===== src/rtl/sm3_arb_pkg.sv =====
// Shared definitions for the SM3 message arbiter: one-hot FSM encoding and defaults.
// The grant index width is derived from the requester count by the modules themselves.
package sm3_arb_pkg;

    localparam int ARB_NUM_REQ = 4;
    localparam int ARB_DW      = 32;

    localparam int         ST_W     = 3;
    localparam logic [2:0] ST_IDLE  = 3'b001;
    localparam logic [2:0] ST_XFER  = 3'b010;
    localparam logic [2:0] ST_DRAIN = 3'b100;

    // Pointer that follows owner idx, wrapping at n (n need not be a power of two).
    function automatic int rr_next(input int idx, input int n);
        return (idx == n - 1) ? 0 : idx + 1;
    endfunction

endpackage


===== src/rtl/sm3_rr_pick.sv =====
// Combinational round-robin picker: first set bit of req at or after ptr, wrapping.
// Shared by the message arbiter and the future result arbiters.
module sm3_rr_pick #(
    parameter int N  = 4,
    parameter int IW = $clog2(N)
) (
    input  logic [N-1:0]  req,
    input  logic [IW-1:0] ptr,
    output logic [N-1:0]  gnt_oh,
    output logic [IW-1:0] gnt_idx,
    output logic          any_req
);

    logic          found;
    logic [IW-1:0] cand;

    always_comb begin
        gnt_oh  = '0;
        gnt_idx = '0;
        found   = 1'b0;
        cand    = '0;
        for (int i = 0; i < N; i++) begin
            cand = IW'((int'(ptr) + i) % N);
            if (!found && req[cand]) begin
                found        = 1'b1;
                gnt_idx      = cand;
                gnt_oh[cand] = 1'b1;
            end
        end
    end

    assign any_req = |req;

endmodule


===== src/rtl/sm3_msg_arb.sv =====
// Round-robin arbiter sharing one sm3_pad_core input between NUM_REQ message sources.
// Grants a whole message and holds it until the pad core reports padding complete.
module sm3_msg_arb
    import sm3_arb_pkg::*;
#(
    parameter int NUM_REQ = ARB_NUM_REQ,
    parameter int DW      = ARB_DW,
    parameter int BW      = DW / 8,
    parameter int IDW     = $clog2(NUM_REQ)
) (
    input  logic                  clk,
    input  logic                  rst,
    input  logic [NUM_REQ*DW-1:0] req_d_i,
    input  logic [NUM_REQ*BW-1:0] req_vld_byte_i,
    input  logic [NUM_REQ-1:0]    req_vld_i,
    input  logic [NUM_REQ-1:0]    req_lst_i,
    output logic [NUM_REQ-1:0]    req_rdy_o,
    output logic [NUM_REQ-1:0]    grnt_o,
    output logic [IDW-1:0]        grnt_id_o,
    output logic [DW-1:0]         pad_msg_d_o,
    output logic [BW-1:0]         pad_msg_vld_byte_o,
    output logic                  pad_msg_vld_o,
    output logic                  pad_msg_lst_o,
    input  logic                  pad_msg_rdy_i,
    input  logic                  pad_otpt_lst_i,
    output logic                  busy_o,
    output logic                  proto_err_o
);

    logic [ST_W-1:0]    state;
    logic [IDW-1:0]     rr_ptr;

    logic [NUM_REQ-1:0] pick_oh;
    logic [IDW-1:0]     pick_idx;
    logic               pick_any;

    logic               in_xfer;
    logic [DW-1:0]      sel_d;
    logic [BW-1:0]      sel_vb;
    logic               sel_vld;
    logic               sel_lst;
    logic               acc_lst;

    sm3_rr_pick #(
        .N  (NUM_REQ),
        .IW (IDW)
    ) u_pick (
        .req     (req_vld_i),
        .ptr     (rr_ptr),
        .gnt_oh  (pick_oh),
        .gnt_idx (pick_idx),
        .any_req (pick_any)
    );

    // Single mux level from the owner's lanes; the pad core registers its inputs.
    always_comb begin
        sel_d   = '0;
        sel_vb  = '0;
        sel_vld = 1'b0;
        sel_lst = 1'b0;
        for (int k = 0; k < NUM_REQ; k++) begin
            if (grnt_id_o == IDW'(k)) begin
                sel_d   = req_d_i[k*DW +: DW];
                sel_vb  = req_vld_byte_i[k*BW +: BW];
                sel_vld = req_vld_i[k];
                sel_lst = req_lst_i[k];
            end
        end
    end

    assign in_xfer = (state == ST_XFER);

    // The pad core cannot stall a valid beat, so valid is only raised when it is ready.
    assign pad_msg_vld_o      = in_xfer & sel_vld & pad_msg_rdy_i;
    assign pad_msg_lst_o      = pad_msg_vld_o & sel_lst;
    assign pad_msg_d_o        = in_xfer ? sel_d  : '0;
    assign pad_msg_vld_byte_o = in_xfer ? sel_vb : '0;
    assign req_rdy_o          = (in_xfer && pad_msg_rdy_i) ? grnt_o : '0;
    assign busy_o             = (state != ST_IDLE);
    assign acc_lst            = pad_msg_vld_o & sel_lst;

    // grnt_id_o is deliberately left untouched on leaving DRAIN so the hash result can still be tagged.
    always_ff @(posedge clk) begin
        if (rst) begin
            state       <= ST_IDLE;
            grnt_o      <= '0;
            grnt_id_o   <= '0;
            rr_ptr      <= '0;
            proto_err_o <= 1'b0;
        end else begin
            if (pad_otpt_lst_i && (state != ST_DRAIN)) begin
                proto_err_o <= 1'b1;
            end
            case (state)
                ST_IDLE: begin
                    if (pick_any) begin
                        grnt_o    <= pick_oh;
                        grnt_id_o <= pick_idx;
                        state     <= ST_XFER;
                    end
                end
                ST_XFER: begin
                    if (acc_lst) begin
                        state <= ST_DRAIN;
                    end
                end
                ST_DRAIN: begin
                    if (pad_otpt_lst_i) begin
                        rr_ptr <= IDW'(rr_next(int'(grnt_id_o), NUM_REQ));
                        grnt_o <= '0;
                        state  <= ST_IDLE;
                    end
                end
                default: begin
                    grnt_o <= '0;
                    state  <= ST_IDLE;
                end
            endcase
        end
    end

endmodule


===== config.mk =====
export PLATFORM = sky130hd
export DESIGN_NAME = sm3_msg_arb
export DESIGN_NICKNAME = d
export VERILOG_FILES = /design/src/rtl/sm3_arb_pkg.sv /design/src/rtl/sm3_rr_pick.sv /design/src/rtl/sm3_msg_arb.sv
export SDC_FILE = /design/constraint.sdc
export NUM_CORES = 1
export LEC_CHECK = 0
export CAP_MARGIN = 0
export CORE_ASPECT_RATIO = 0.7
export CORE_MARGIN = 2
export CORE_UTILIZATION = 28
export DETAILED_ROUTE_END_ITERATION = 16
export HOLD_SLACK_MARGIN = 0.15
export PLACE_DENSITY = 0.79
export SLEW_MARGIN = 10
export SYNTH_ARGS = -nofsm -noshare
export SYNTH_HDL_FRONTEND = slang
export SYNTH_HIERARCHICAL = 1
export SYNTH_SLANG_ARGS = --single-unit

===== constraint.sdc =====
create_clock -name clk -period 2.2 [get_ports clk]
set_input_delay 0.44 -clock clk [delete_from_list [all_inputs] [get_ports clk]]
set_output_delay 0.44 -clock clk [all_outputs]
set_load 0.05 [all_outputs]

==> run summary <==
Ports - 206
crit-path max FO - 18
vias post-DR - 3,494
Final Hold Fails - 0
CTS tree - done
Core Region - 7385 sq um
Max IR drop VDD - 249.5 uV
worst hold path cell count - 2
Synth area leaders - a22o_1, a22oi_1, dfxtp_1
R2R depth - 13
DR pass1 iterations - 7
Hold Crit Class - flop to flop
final-stage net count - 706
chip height - 77.46 um
Setup Total Neg Slack - -2.336 ns
Crit Path Class - flop to primary output
DR iter-0 viols - 190
number of max-cap violations - 0
layout cells sized above 1 - 0.3500
total track usage - 0.2625
Cell Area, Placed - 4502 sq um
Synth cell types - 47
fin crit period - 2.330 ns
CP endpoint kind - primary output
post-route setup slack - -0.1302 ns
clk_lat worst skew - 0.24 ns
#FFs+latches synth - 12
worst-margin pin slew - 0.5336 ns
Filler cells - 549
post-synth top area share - 0.1501
GPL Wtd Cong - 0.9578
Main synth FF type - dfxtp_1
Crit path required time - 1.76 ns
cell accounting for the most synthesized area - a22o_1
FMAX - 429.2 MHz
Worst R2R Start - grnt_id_o[0]
Post-synth EDFFs - 0
Setup Skew - 0.0009241 ns
Cells after Synth - 301
first-pass GRT wire length - 17.57 mm
# rows - 26
RSZ-0062 raised after global routing - true
GR Layer Usage met3 - 0.06807
Hold WS - 0.4791 ns
sequential area share after synthesis - 0.1113
most common cell after layout, fill and taps aside - clkdlybuf4s50_1
Final period util - 1.059
Mean Syn Cell Area - 7.170 sq um
initial antenna violation count - 0
R2R Setup Slk - 0.02 ns
die area - 8438 sq um
Worst EP arrival - 1.89 ns
Pwr Total - 0.001852 W
failing checks - setup timing
Worst Hold Launch - proto_err_o
max-slew violations - 0
final core occ - 0.7203
Initial Utilization - 0.2923
final wirelength - 11.90 mm
CTS Root Cell - clkbuf_8
Top Usage Layer GRT - met2
vias per cell - 5.476
worst setup path startpoint - grnt_id_o[0]
GRT overflow - 0
Post-Syn Nets - 466
met2 Use GR - 0.4553
remaining antenna violation count - 0
DP Wirelength - 8.442 mm
Worst Setup EP - pad_msg_vld_byte_o[3]
die width - 108.9 um
Sink Count - 12
Worst Setup Start Kind - flop
most frequent cells in the layout - clkdlybuf4s50_1, nand2_1, o21ai_1
largest net degree at the start of global routing - 37
met1 Use GR - 0.3162
Reg clk slew, reported paths - 0.05 ns
power density cells - 348.2 nW/um^2
DR DRC count - 0
H-tree Lvls - 1
final instance area - 5319 sq um
vias in the first global route - 3,574
relative slew slack - 0.6432
YS warnings - 6
Reg-to-Reg End - state[2]
P_leak - 2.100 nW
total CTS buffers - 3
Area Overhead vs Synth - 146.4%
Setup-failing EPs final - 37
synthesized area - 2158 sq um
CTS max path bufs - 2
wire per inst - 18.66 um
Port Buf Inserts - 205
Post-synth ARST share - 0
number of diodes - 0
status - finished, violations left
[synth_stat cells (3+ instances only)]
cell,count
a21oi_1,8
a22o_1,37
a22oi_1,43
and3_1,7
buf_2,13
buf_4,4
clkbuf_1,9
dfxtp_1,12
ha_1,9
inv_1,5
mux2i_1,4
mux4_2,3
nand2_1,49
nand3_1,6
nor2_1,9
nor2b_1,3
o21ai_0,36
o21ai_1,9
[cell type report]
class,instances,area (sq um),share of cell area
multi-input combinational,255,2011,0.3780
tap,98,122.6,0.02305
inverter,6,25.02,0.004705
clock buffer,4,55.05,0.01035
timing repair buffer,263,2855,0.5368
sequential,12,250.2,0.04705
[cells by family after synthesis]
family	count (synthesis)	share of synthesized area
AO/OA/AOI/OAI	146	0.4730
AND/OR/NAND/NOR	92	0.2243
multiplexers	8	0.06203
buffers and inverters	34	0.07710
flip-flops	12	0.1113
adder cells (fa/ha/maj)	9	0.05217
[power breakdown]
part / switching (W) / internal, W / leakage, nW
sequential: 0.0000203 / 0.000232 / 0.101
combinational: 0.000631 / 0.000729 / 1.97
clock: 0.0000818 / 0.000158 / 0.0288
total: 0.000733 / 0.00112 / 2.10
[metal layers]
metal  part of all wire  routed length, um
met1               0.41               4837
met4              0.019                223
met3              0.078                932
met2               0.50               5910
met5                  0                  0
[state kept, by name, summed over array words and instances (netlist names)]
signal	count
grnt_id_o	2
state	3
rr_ptr	2
grnt_o	4
proto_err_o	1
[critical path, stage by stage, from the launching register on]
cell	delay [ns]
dfxtp_4	0.36
buf_6	0.12
ha_4	0.17
nor2b_4	0.17
buf_12	0.18
a22oi_1	0.08
o21ai_1	0.22
a22o_1	0.18
buf_6	0.16
[stage by stage]
step,setup WS [ns],instances
floorplan,0.004268,301
global placement,-0.1578,609
detailed placement,-0.2691,609
CTS,-0.1252,631
global route,-0.2268,638
finish,-0.1302,638
[timing repair]
item,CTS,global route
hold buffers,0,0
endpoints found under the setup margin,40,41
gates resized for setup,128,21
buffers inserted,15,4
cloned,3,3
pin swaps,9,18
[how the worst min path moves through the flow]
| stage | end |
|---|---|
| after floorplan | state[0] |
| after global placement | proto_err_o |
| after detailed placement | proto_err_o |
| after CTS | proto_err_o |
| after global routing | proto_err_o |
| final | proto_err_o |
Power figures use the tool's default switching activity.
